`src/rtl/alu_seq_pkg.sv`:
```
// alu_seq_pkg: command and FSM state encodings shared by the alu_seq block.
package alu_seq_pkg;

    localparam int ALU_CMD_W = 4;

    typedef enum logic [ALU_CMD_W-1:0] {
        OP_ADD, OP_SUB, OP_ADC, OP_PASSA, OP_PASSB, OP_NOR, OP_XOR, OP_AND,
        OP_OR, OP_SLL, OP_SRL, OP_EQ, OP_LT, OP_RXOR, OP_MUL, OP_RSVD
    } alu_op_t;

    typedef enum logic [1:0] {IDLE, SHIFT, MUL, DONE} alu_state_t;

endpackage

```
`src/rtl/alu_seq_if.sv`:
```
// alu_seq_if: operand/command handshake in, result/flag handshake out.
interface alu_seq_if #(
    parameter int WIDTH = 8
);
    logic [alu_seq_pkg::ALU_CMD_W-1:0] alu_cmd;
    logic [WIDTH-1:0] inA;
    logic [WIDTH-1:0] inB;
    logic sc_i;
    logic in_valid;
    logic in_ready;
    logic [WIDTH-1:0] rslt;
    logic sc_o;
    logic pari;
    logic one;
    logic zero;
    logic out_valid;
    logic out_ready;

    modport master (
        output alu_cmd, inA, inB, sc_i, in_valid, out_ready,
        input  in_ready, rslt, sc_o, pari, one, zero, out_valid
    );

    modport slave (
        input  alu_cmd, inA, inB, sc_i, in_valid, out_ready,
        output in_ready, rslt, sc_o, pari, one, zero, out_valid
    );
endinterface

```
`src/rtl/alu_seq_shmul.sv`:
```
// alu_seq_shmul: iterative one-bit shifter and shift-add multiplier; the load cycle already performs the first step.
// ALU_SEQ_MUL_EN builds the multiplier datapath; without it only the shifter exists.
module alu_seq_shmul #(
    parameter int WIDTH = 8,
    parameter int SHW = $clog2(WIDTH)
) (
    input  logic             clk,
    input  logic             reset,
    input  logic             load,
    input  logic             step,
    input  logic             mul,
    input  logic             left,
    input  logic [WIDTH-1:0] a,
    input  logic [WIDTH-1:0] b,
    output logic [WIDTH-1:0] res,
    output logic             co,
    output logic             done
);
    localparam int CW = SHW + 1;

    logic [WIDTH-1:0] lo, src_lo, sh_lo;
    logic [CW-1:0] cnt, src_cnt, nxt_cnt;
    logic left_q, src_left, sh_co;

    assign src_left = load ? left : left_q;
    assign src_lo = load ? (mul ? b : a) : lo;
    assign src_cnt = load ? (mul ? CW'(WIDTH) : CW'(b[SHW-1:0])) : cnt;
    assign nxt_cnt = src_cnt - CW'(1);
    // done marks that the step taken this cycle is the final one
    assign done = nxt_cnt == '0;
    assign sh_lo = src_left ? src_lo << 1 : src_lo >> 1;
    assign sh_co = src_left ? src_lo[WIDTH-1] : src_lo[0];

`ifdef ALU_SEQ_MUL_EN
    logic [WIDTH-1:0] hi, mc, src_hi, src_mc;
    logic [WIDTH:0] sum;
    logic mul_q, src_mul;

    assign src_mul = load ? mul : mul_q;
    assign src_hi = load ? '0 : hi;
    assign src_mc = load ? a : mc;
    // {hi, lo} holds the partial product; the multiplier drains out of lo
    assign sum = {1'b0, src_hi} + {1'b0, src_lo[0] ? src_mc : {WIDTH{1'b0}}};
    assign res = src_mul ? {sum[0], src_lo[WIDTH-1:1]} : sh_lo;
    assign co = src_mul ? |sum[WIDTH:1] : sh_co;

    always_ff @(posedge clk or posedge reset)
        if (reset) begin
            hi <= '0;
            mc <= '0;
            mul_q <= 1'b0;
        end else begin
            if (load | step) hi <= sum[WIDTH:1];
            if (load) begin
                mc <= a;
                mul_q <= mul;
            end
        end
`else
    assign res = sh_lo;
    assign co = sh_co;
`endif

    always_ff @(posedge clk or posedge reset)
        if (reset) begin
            lo <= '0;
            cnt <= '0;
            left_q <= 1'b0;
        end else begin
            if (load | step) begin
                lo <= res;
                cnt <= nxt_cnt;
            end
            if (load) left_q <= left;
        end
endmodule

```
`src/rtl/alu_seq.sv`:
```
// alu_seq: multi-cycle parametrised ALU with valid/ready on both sides and registered result/flags.
// Define ALU_SEQ_MUL_EN to build the shift-add multiplier (command E); otherwise E behaves as reserved.
module alu_seq
    import alu_seq_pkg::*;
#(
    parameter int WIDTH = 8,
    parameter int SHW = $clog2(WIDTH)
) (
    input logic clk,
    input logic reset,
    alu_seq_if.slave bus
);
    alu_state_t state;
    alu_op_t op;
    logic [WIDTH-1:0] a, b, cres, eng_res, res_n, rslt;
    logic [WIDTH:0] sum, diff;
    logic cco, cone, co_n, one_n, sc, one, pari, zero;
    logic in_ready, acc_in, deg, is_shift, is_mul, eng_path, eng_load, eng_step, eng_busy, eng_done, eng_co, wr;

    assign op = alu_op_t'(bus.alu_cmd);
    assign a = bus.inA;
    assign b = bus.inB;
    assign in_ready = state == IDLE | (state == DONE & bus.out_ready);
    assign acc_in = bus.in_valid & in_ready;
    assign deg = b >= WIDTH'(WIDTH);
    assign is_shift = op == OP_SLL | op == OP_SRL;
`ifdef ALU_SEQ_MUL_EN
    assign is_mul = op == OP_MUL;
`else
    assign is_mul = 1'b0;
`endif
    assign eng_path = (is_shift & ~deg & b != '0) | is_mul;
    assign eng_load = acc_in & eng_path;
    assign eng_step = state == SHIFT | state == MUL;
    assign eng_busy = eng_load | eng_step;
    assign sum = {1'b0, a} + {1'b0, b} + (WIDTH + 1)'(op == OP_ADC & bus.sc_i);
    assign diff = {1'b0, a} - {1'b0, b};

    always_comb begin
        cres = '0;
        cco = 1'b0;
        cone = 1'b0;
        case (op)
            OP_ADD, OP_ADC: {cco, cres} = sum;
            OP_SUB:         {cco, cres} = diff;
            OP_PASSA:       cres = a;
            OP_PASSB:       cres = b;
            OP_NOR:         cres = ~(a | b);
            OP_XOR:         cres = a ^ b;
            OP_AND:         cres = a & b;
            OP_OR:          cres = a | b;
            OP_SLL, OP_SRL: cres = deg ? '0 : a;
            OP_EQ:          cone = a == b;
            OP_LT:          cone = a < b;
            OP_RXOR:        cres = {{(WIDTH-1){1'b0}}, ^b};
            default:        ;
        endcase
        if (op == OP_EQ | op == OP_LT) cres = {{(WIDTH-1){1'b0}}, cone};
    end

    assign wr = (acc_in & ~eng_path) | (eng_busy & eng_done);
    assign res_n = eng_busy ? eng_res : cres;
    assign co_n = eng_busy ? eng_co : cco;
    assign one_n = eng_busy ? 1'b0 : cone;

    alu_seq_shmul #(.WIDTH(WIDTH), .SHW(SHW)) u_shmul (
        .clk(clk), .reset(reset), .load(eng_load), .step(eng_step), .mul(is_mul),
        .left(op == OP_SLL), .a(a), .b(b), .res(eng_res), .co(eng_co), .done(eng_done)
    );

    always_ff @(posedge clk or posedge reset)
        if (reset) begin
            state <= IDLE;
            rslt <= '0;
            sc <= 1'b0;
            one <= 1'b0;
            pari <= 1'b0;
            zero <= 1'b0;
        end else begin
            if (wr) begin
                rslt <= res_n;
                sc <= co_n;
                one <= one_n;
                pari <= ^res_n;
                zero <= res_n == '0;
            end
            state <= acc_in ? ((eng_path & ~eng_done) ? (is_mul ? MUL : SHIFT) : DONE)
                   : (eng_step & eng_done) ? DONE
                   : (state == DONE & bus.out_ready) ? IDLE : state;
        end

    assign bus.in_ready = in_ready;
    assign bus.out_valid = state == DONE;
    assign bus.rslt = rslt;
    assign bus.sc_o = sc;
    assign bus.one = one;
    assign bus.pari = pari;
    assign bus.zero = zero;
endmodule
```
`src/flat_wrapper.sv`:
```
// flat-port wrapper written by rule: the top's interface ports become plain ports
module alu_seq_flat import alu_seq_pkg::*;
#(
    parameter int WIDTH = 8,
    parameter int SHW = $clog2(WIDTH)
)
  (clk, reset, bus_alu_cmd, bus_inA, bus_inB, bus_sc_i, bus_in_valid, bus_out_ready, bus_in_ready, bus_rslt, bus_sc_o, bus_pari, bus_one, bus_zero, bus_out_valid);
  alu_seq_if #(.WIDTH(WIDTH)) bus_i ();
  input logic clk;
  input logic reset;
  input wire logic [$bits(bus_i.alu_cmd)-1:0] bus_alu_cmd;
  input wire logic [$bits(bus_i.inA)-1:0] bus_inA;
  input wire logic [$bits(bus_i.inB)-1:0] bus_inB;
  input wire logic [$bits(bus_i.sc_i)-1:0] bus_sc_i;
  input wire logic [$bits(bus_i.in_valid)-1:0] bus_in_valid;
  input wire logic [$bits(bus_i.out_ready)-1:0] bus_out_ready;
  output wire logic [$bits(bus_i.in_ready)-1:0] bus_in_ready;
  output wire logic [$bits(bus_i.rslt)-1:0] bus_rslt;
  output wire logic [$bits(bus_i.sc_o)-1:0] bus_sc_o;
  output wire logic [$bits(bus_i.pari)-1:0] bus_pari;
  output wire logic [$bits(bus_i.one)-1:0] bus_one;
  output wire logic [$bits(bus_i.zero)-1:0] bus_zero;
  output wire logic [$bits(bus_i.out_valid)-1:0] bus_out_valid;
  assign bus_i.alu_cmd = bus_alu_cmd;
  assign bus_i.inA = bus_inA;
  assign bus_i.inB = bus_inB;
  assign bus_i.sc_i = bus_sc_i;
  assign bus_i.in_valid = bus_in_valid;
  assign bus_i.out_ready = bus_out_ready;
  assign bus_in_ready = bus_i.in_ready;
  assign bus_rslt = bus_i.rslt;
  assign bus_sc_o = bus_i.sc_o;
  assign bus_pari = bus_i.pari;
  assign bus_one = bus_i.one;
  assign bus_zero = bus_i.zero;
  assign bus_out_valid = bus_i.out_valid;
  alu_seq #(.WIDTH(WIDTH), .SHW(SHW)) u_core (.clk(clk), .reset(reset), .bus(bus_i));
endmodule
```
`config.mk`:
```
export PLATFORM = sky130hd
export DESIGN_NAME = alu_seq_flat
export DESIGN_NICKNAME = d
export VERILOG_FILES = /design/src/rtl/alu_seq_pkg.sv /design/src/rtl/alu_seq_if.sv /design/src/rtl/alu_seq_shmul.sv /design/src/rtl/alu_seq.sv /design/src/flat_wrapper.sv
export SDC_FILE = /design/constraint.sdc
export NUM_CORES = 1
export LEC_CHECK = 0
export ABC_AREA = 1
export CAP_MARGIN = 20
export CORE_MARGIN = 10
export CORE_UTILIZATION = 62
export CTS_CLUSTER_DIAMETER = 30
export DETAILED_ROUTE_END_ITERATION = 6
export GPL_TIMING_DRIVEN = 1
export PLACE_DENSITY = 0.87
export SKIP_CTS_REPAIR_TIMING = 1
export SLEW_MARGIN = 20
export SYNTH_ARGS = -nofsm -noshare
export SYNTH_HDL_FRONTEND = slang
export SYNTH_SLANG_ARGS = --single-unit
export TNS_END_PERCENT = 5
```
`constraint.sdc`:
```
create_clock -name clk -period 6 [get_ports clk]
set_input_delay 0.9 -clock clk [delete_from_list [all_inputs] [get_ports clk]]
set_output_delay 0.9 -clock clk [all_outputs]
set_load 0.05 [all_outputs]
```
### Yosys cells after proc, flatten, opt, wreduce, memory -nomap -nowiden

Index checks and enable logic that the tools add are counted.

* output and inout port bits: 14
* logic and storage cells: 82
* input port bits: 25
* bits in registers: 27

* bitwise operators: 23
* mux-type cells: 17
* equality and inequality tests: 17
* magnitude comparators: 2
* reduce and logical (&&, ||, !) cells: 10
* add/sub/neg operators: 4

Operator list (count)
* 8-bit case mux with 10 select lines: 1
* 8-bit two-way mux: 5
* 4-bit equality test (second input constant): 6
* 4-bit by 3-bit equality test with 1-bit output (second input constant): 4
* 8-bit XOR reduction: 2
* 1-bit AND: 10
* 8-bit by 8-bit adder with 9-bit output: 1
* 9-bit adder: 1
* 8-bit by 8-bit subtractor with 9-bit output: 1
* 8-bit AND: 1
* 4-bit by 2-bit equality test with 1-bit output (second input constant): 2
* 8-bit equality test: 1
* 8-bit by 4-bit greater-or-equal comparator with 1-bit output (second input constant): 1
* 4-bit logical NOT: 2
* 8-bit logical NOT: 1
* 8-bit less-than comparator: 1
* 2-bit two-way mux: 4
* 8-bit NOT: 1
* 8-bit bitwise OR: 1
* 8-bit nonzero test: 1
* 8-bit XOR: 1
* 1-bit bitwise OR: 6
* 2-bit equality test (second input constant): 2
* 4-bit by 1-bit equality test with 1-bit output (second input constant): 1
* 9 further kinds: 16

### Logic depth before layout (Yosys ltp)

* word-level depth: 12
* gate-level depth with buffers: 23
* gate-level depth less buffers: 23

### By module

From an unflattened synthesis, not the netlist that was laid out.

* cells, all modules: 567
* area, all modules: 3493.4 um^2

By module, submodules not included
* alu_seq: area each 2551.2 um^2, instances 1, seq. area each 350.3 um^2, cells an instance 423
* alu_seq_shmul: area each 942.2 um^2, instances 1, seq. area each 325.3 um^2, cells an instance 144

### Worst setup path before layout

OpenSTA, ideal clock, no wires.

* kind: input -> register
* start: in bus_alu_cmd[2]
* end: reg u_core.pari (netlist: u_core.bus.pari)
* setup time: 0.067 ns
* path slack: 2.479 ns
* data required time: 5.933 ns
* path buffers: 0
* cell stages on the path: 23
* arrival time: 3.454 ns
* cell sequence: inv_1 nand2_1 inv_1 nand3_1 fa_1 fa_1 inv_1 nand3_1 nand2_1 nand2_1 nand2_1 a21oi_1 xor2_1 nand2_1 nand3_1 nand2_1 nand2_1 inv_1 ha_1 xnor2_1 xnor2_1 nand2_2 nand2_1

* longest elaborated chain between the ends: 10
* elaborated cells between the ends (all ways): 39
* classes of those cells: 2 x add/sub; 13 x eq/ne; 8 x mux; 11 x bitwise; 5 x reduce/logical

RTL lines
* from (decl): RTL line flat_wrapper.sv:11 `input wire logic [$bits(bus_i.alu_cmd)-1:0] bus_alu_cmd;`
* parallel branches: the longest is 10 deep, another holds 9-bit adder
* to (signal assigned): RTL line alu_seq.sv:84 `pari <= ^res_n;`
* to (decl): RTL line alu_seq.sv:17 `logic cco, cone, co_n, one_n, sc, one, pari, zero;`

Parallel ways; which one is timed is not known.
A chain may end at the register's enable or synchronous reset.

### Final worst setup path

* start: in bus_inB[0]
* end: reg u_core.pari (netlist: u_core.bus.pari)

* elaborated cells between the ends (all ways): 33
* classes of those cells: 4 x add/sub; 2 x order compare; 1 x eq/ne; 9 x mux; 13 x bitwise; 4 x reduce/logical

RTL lines
* from (decl): RTL line flat_wrapper.sv:13 `input wire logic [$bits(bus_i.inB)-1:0] bus_inB;`
* 8-bit by 4-bit greater-or-equal comparator with 1-bit output: RTL line alu_seq.sv:25 `assign deg = b >= WIDTH'(WIDTH);`
* 1-bit NOT: RTL line alu_seq.sv:32 `assign eng_path = (is_shift & ~deg & b != '0) | is_mul;`
* 1-bit AND: RTL line alu_seq.sv:32
* 1-bit AND (*): RTL line alu_seq.sv:32
* 1-bit AND (*): RTL line alu_seq.sv:33 `assign eng_load = acc_in & eng_path;`
* 1-bit two-way mux (*): RTL line alu_seq_shmul.sv:25 `assign src_left = load ? left : left_q;`
* net u_core.u_shmul.src_left: RTL line alu_seq_shmul.sv:23 `logic left_q, src_left, sh_co;`
* 8-bit two-way mux (*): RTL line alu_seq_shmul.sv:31 `assign sh_lo = src_left ? src_lo << 1 : src_lo >> 1;`
* 8-bit two-way mux (*): RTL line alu_seq.sv:62 `assign res_n = eng_busy ? eng_res : cres;`
* 8-bit XOR reduction (*): RTL line alu_seq.sv:84

The timed path passes the listed nets; every way through them passes the cells marked *.

==> metrics.md <==
| Metric | Value |
|---|---|
| Die Span X | `about 92 µm` |
| Area inside the core boundary | `just over 5000 µm²` |
| Number of standard-cell rows in the floorplan | `26` |
| Bufs on Longest Clock Path | `2` |
| Tightest slew margin relative to the limit | `0.488` |
| Worst voltage drop across the vdd grid | `approximately 0.53 mV` |
| Vias in the first global route | `3103` |
| Number of clock buffers inserted by TritonCTS | `3` |
| H-tree levels | `1` |
| I/O pin count | `39` |
| Overall die height | `just over 90 µm` |
| Sequential element share of the synthesized area | `0.209` |
| Share of layout cells above drive strength 1 | `0.0772` |
| Category of the critical setup timing path | `in2reg` |
| Total Neg Setup Slack | `0 ns` |
| Count of final max-slew check failures | `0` |
| Total setup violations reported at the end of the flow | `0` |
| Number of vias per cell | `~5.8` |
| Hold/Removal Path Class | `reg2reg` |
| Layout fillers | `470` |
| Routed wire length | `just under 10000 µm` |
| Syn Std Cell Area | `between 3000 and 4000 µm²` |
| Run status | `complete, no violations` |
| Unrepaired setup endpoints after global routing | `false` |
| Die Outline Area | `between 8000 and 9000 µm²` |
| Max-capacitance violation count | `0` |
| # clock sinks | `27` |
| Sequential cell area | `~680 µm²` |
| Crit Path Max Fanout | `20` |
| Post-Route Skew | `about 0.0021 ns` |
| Aggregate global-route resource usage | `0.221` |
| Leftover overflow at the end of global routing | `0` |
| Final #Nets | `slightly below 600` |
| Post-route minimum period | `roughly 4.2 ns` |
| Synth-to-layout area growth | `14.6%` |
| Library cell with the highest instance count after synthesis | `sky130_fd_sc_hd__nand2_1` |
| Share of synthesized flip-flops with an asynchronous set or reset | `1.00` |
| DRT antenna net count | `0` |
| CP startpoint kind | `input pin` |
| Post-route DRC | `0` |
| Post-CTS clock slew at the launch and capture registers of the worst setup and hold paths | `0.10 ns` |
| Endpoint arrival time on the critical path | `approximately 4.4 ns` |
| CTS tree | `built` |
| Highest attainable clock frequency | `238 MHz` |
| Most used flip-flop cell after synthesis | `sky130_fd_sc_hd__dfrtp_1` |
| WL/cell | `16.3 µm` |
| Final-report hold violation count | `0` |
| IO Port Bufs | `38` |
| Antenna diodes | `0` |
| Half-perimeter wire length after placement | `7650 µm` |
| Source-to-sink clock delay at the later pin of the worst-skew pair | `roughly 0.28 ns` |
| Period Utilization, post-route | `0.701` |
| Count of flip-flops with a built-in enable after synthesis | `0` |
| Top-area cell type share of the netlist area | `0.209` |
| Number of vias after detailed routing | `approximately 3400` |
| Count of distinct cell types in the synthesized netlist | `45` |
| Leakage | `1.91 nW` |
| Data required time of the critical path | `a little over 6 ns` |
| First-pass GRT wire length | `between 15000 and 20000 µm` |
| Number of storage elements in the synthesis netlist | `27` |
| Cell Count Post-Placement | `between 500 and 600` |
| Pin count of the biggest net entering global routing | `28` |
| 1st-pass router iterations | `5` |
| Final std cells w/o fill | `around 600` |
| Yosys top cell by area | `sky130_fd_sc_hd__dfrtp_1` |
| Initial antenna violation count | `0` |
| Count of synthesis-stage warnings from yosys | `0` |
| Crit path capture type | `register` |
| Largest cells by area after synthesis | `sky130_fd_sc_hd__dfrtp_1 21%, sky130_fd_sc_hd__ha_1 15%, sky130_fd_sc_hd__nand2_1 15%, sky130_fd_sc_hd__inv_1 8.3%, sky130_fd_sc_hd__nand3_1 5.7%` |
| Root buf cell | `sky130_fd_sc_hd__clkbuf_8` |
| Most numerous cell types in the synthesized netlist | `128 x sky130_fd_sc_hd__nand2_1, 71 x sky130_fd_sc_hd__inv_1, 39 x sky130_fd_sc_hd__ha_1, 37 x sky130_fd_sc_hd__nand3_1, 30 x sky130_fd_sc_hd__o21ai_0` |
| Worst-Margin Slew | `0.765 ns` |
| Initial cell density of the core | `0.636` |
| Area of the multi-input gates | `2190 µm²` |
| Routability Congestion | `1.00` |
| Cell count after synthesis | `roughly 480` |
| Synthesized net count | `roughly 550` |
| Initial detailed-routing violation count | `310` |
| Cell area power density | `roughly 380 nW/µm²` |
| Avg Cell Area, Syn | `~6.7 µm²` |
-- state kept, by name, indices dropped and copies added, names as in the netlist --
signal,cells
u_core.bus.one,1
u_core.u_shmul.cnt,4
u_core.bus.rslt,8
u_core.state,2
u_core.bus.sc_o,1
u_core.bus.zero,1
u_core.u_shmul.left_q,1
u_core.u_shmul.lo,8
u_core.bus.pari,1
-- path summary, 6_finish.rpt --
path,end,startpoint,cells past startpoint,slack (ns)
setup / recovery,u_core.bus.pari,bus_inB[0],18,1.79
hold / removal,u_core.u_shmul.lo[0],u_core.u_shmul.lo[0],2,0.50
setup reg to reg,u_core.bus.pari,u_core.state[0],16,2.57
hold reg to reg,u_core.u_shmul.lo[0],u_core.u_shmul.lo[0],2,0.50
max in group asynchronous,u_core.u_shmul.lo[6],reset,3,4.66
min in group asynchronous,u_core.state[0],reset,2,0.92
-- per-stage QoR --
| stage | power [W] | cell area (µm²) | setup WS (ns) | hold WS (ns) | util |
|---|---|---|---|---|---|
| 3_5_place_dp | 0.00131 | 3640 | 1.58 | 0.475 | 0.717 |
| 2_1_floorplan | 0.00107 | 3230 | 2.48 | 0.445 | - |
| 5_1_grt | 0.00155 | 3700 | 1.46 | 0.522 | 0.729 |
| 6_report | 0.00142 | 3700 | 1.79 | 0.500 | 0.729 |
| 4_1_cts | 0.00142 | 3680 | 1.81 | 0.499 | 0.726 |
| 3_3_place_gp | 0.00126 | 3640 | 1.65 | 0.466 | 0.717 |
-- per-layer routing --
metal | share of wire | vias to the layer above | GRT usage
li1 | - | 1644 | -
met1 | 0.42 | 1552 | 0.292
met2 | 0.47 | 181 | 0.364
met3 | 0.092 | 24 | 0.0375
met4 | 0.022 | 0 | 0.0527
met5 | 0 | - | 0
-- power by group --
group | total [W] | leakage [nW] | switching [W] | internal [W]
registers | 0.000289 | 0.343 | 0.0000306 | 0.000259
clock network | 0.000108 | 0.0228 | 0.0000601 | 0.0000477
logic | 0.00103 | 1.55 | 0.000675 | 0.000351
total | 0.00142 | 1.91 | 0.000766 | 0.000657
-- kinds of logic after synthesis --
family | synth area share
buffers and inverters | 0.111
DFF | 0.209
adders and majority gates | 0.170
and+or+nand+nor | 0.333
xor gates and xnor gates | 0.0190
AOI/OAI and AO/OA | 0.158
-- critical path, cell delays in order --
cell                              delay, ns
sky130_fd_sc_hd__clkdlybuf4s50_1       0.52
sky130_fd_sc_hd__inv_1                 0.14
sky130_fd_sc_hd__ha_1                  0.24
sky130_fd_sc_hd__nand2_1               0.07
sky130_fd_sc_hd__nand2_1               0.07
sky130_fd_sc_hd__a21oi_1               0.17
sky130_fd_sc_hd__nand4_2               0.49
sky130_fd_sc_hd__o21ai_4               0.47
sky130_fd_sc_hd__inv_2                 0.16
sky130_fd_sc_hd__nor2_1                0.13
sky130_fd_sc_hd__nand2_1               0.07
sky130_fd_sc_hd__nand2_1               0.12
sky130_fd_sc_hd__inv_1                 0.07
sky130_fd_sc_hd__ha_1                  0.31
sky130_fd_sc_hd__xor2_1                0.21
sky130_fd_sc_hd__xnor2_1               0.16
sky130_fd_sc_hd__nand2_2               0.07
sky130_fd_sc_hd__nand2_1               0.05
-- layout by cell type (no fill, tap or decap), types with 4 or more instances in the layout --
| cell | netlist | routed |
|---|---|---|
| sky130_fd_sc_hd__o21ai_0 | 30 | 30 |
| sky130_fd_sc_hd__ha_1 | 39 | 39 |
| sky130_fd_sc_hd__nand3_1 | 37 | 37 |
| sky130_fd_sc_hd__o21ai_1 | 4 | 4 |
| sky130_fd_sc_hd__a21oi_1 | 23 | 23 |
| sky130_fd_sc_hd__nor3_1 | 5 | 5 |
| sky130_fd_sc_hd__clkdlybuf4s50_1 | 0 | 38 |
| sky130_fd_sc_hd__nand4_1 | 7 | 7 |
| sky130_fd_sc_hd__nor2_1 | 27 | 27 |
| sky130_fd_sc_hd__nand2_2 | 16 | 16 |
| sky130_fd_sc_hd__inv_1 | 71 | 70 |
| sky130_fd_sc_hd__inv_2 | 5 | 5 |
| sky130_fd_sc_hd__o22ai_1 | 6 | 6 |
| sky130_fd_sc_hd__nand2_1 | 128 | 128 |
| sky130_fd_sc_hd__or2_2 | 4 | 4 |
| sky130_fd_sc_hd__o2111ai_1 | 6 | 6 |
| sky130_fd_sc_hd__xnor2_1 | 4 | 4 |
| sky130_fd_sc_hd__dfrtp_1 | 27 | 27 |
-- cell type report --
| type | instances | area share |
|---|---|---|
| clock buffers | 4 | 0.0122 |
| inverters | 78 | 0.0792 |
| multi-input cells | 369 | 0.593 |
| flip-flops and latches | 27 | 0.183 |
| well taps | 70 | 0.0237 |
| repair buffers | 40 | 0.109 |
(Power assumes the default switching activity.)
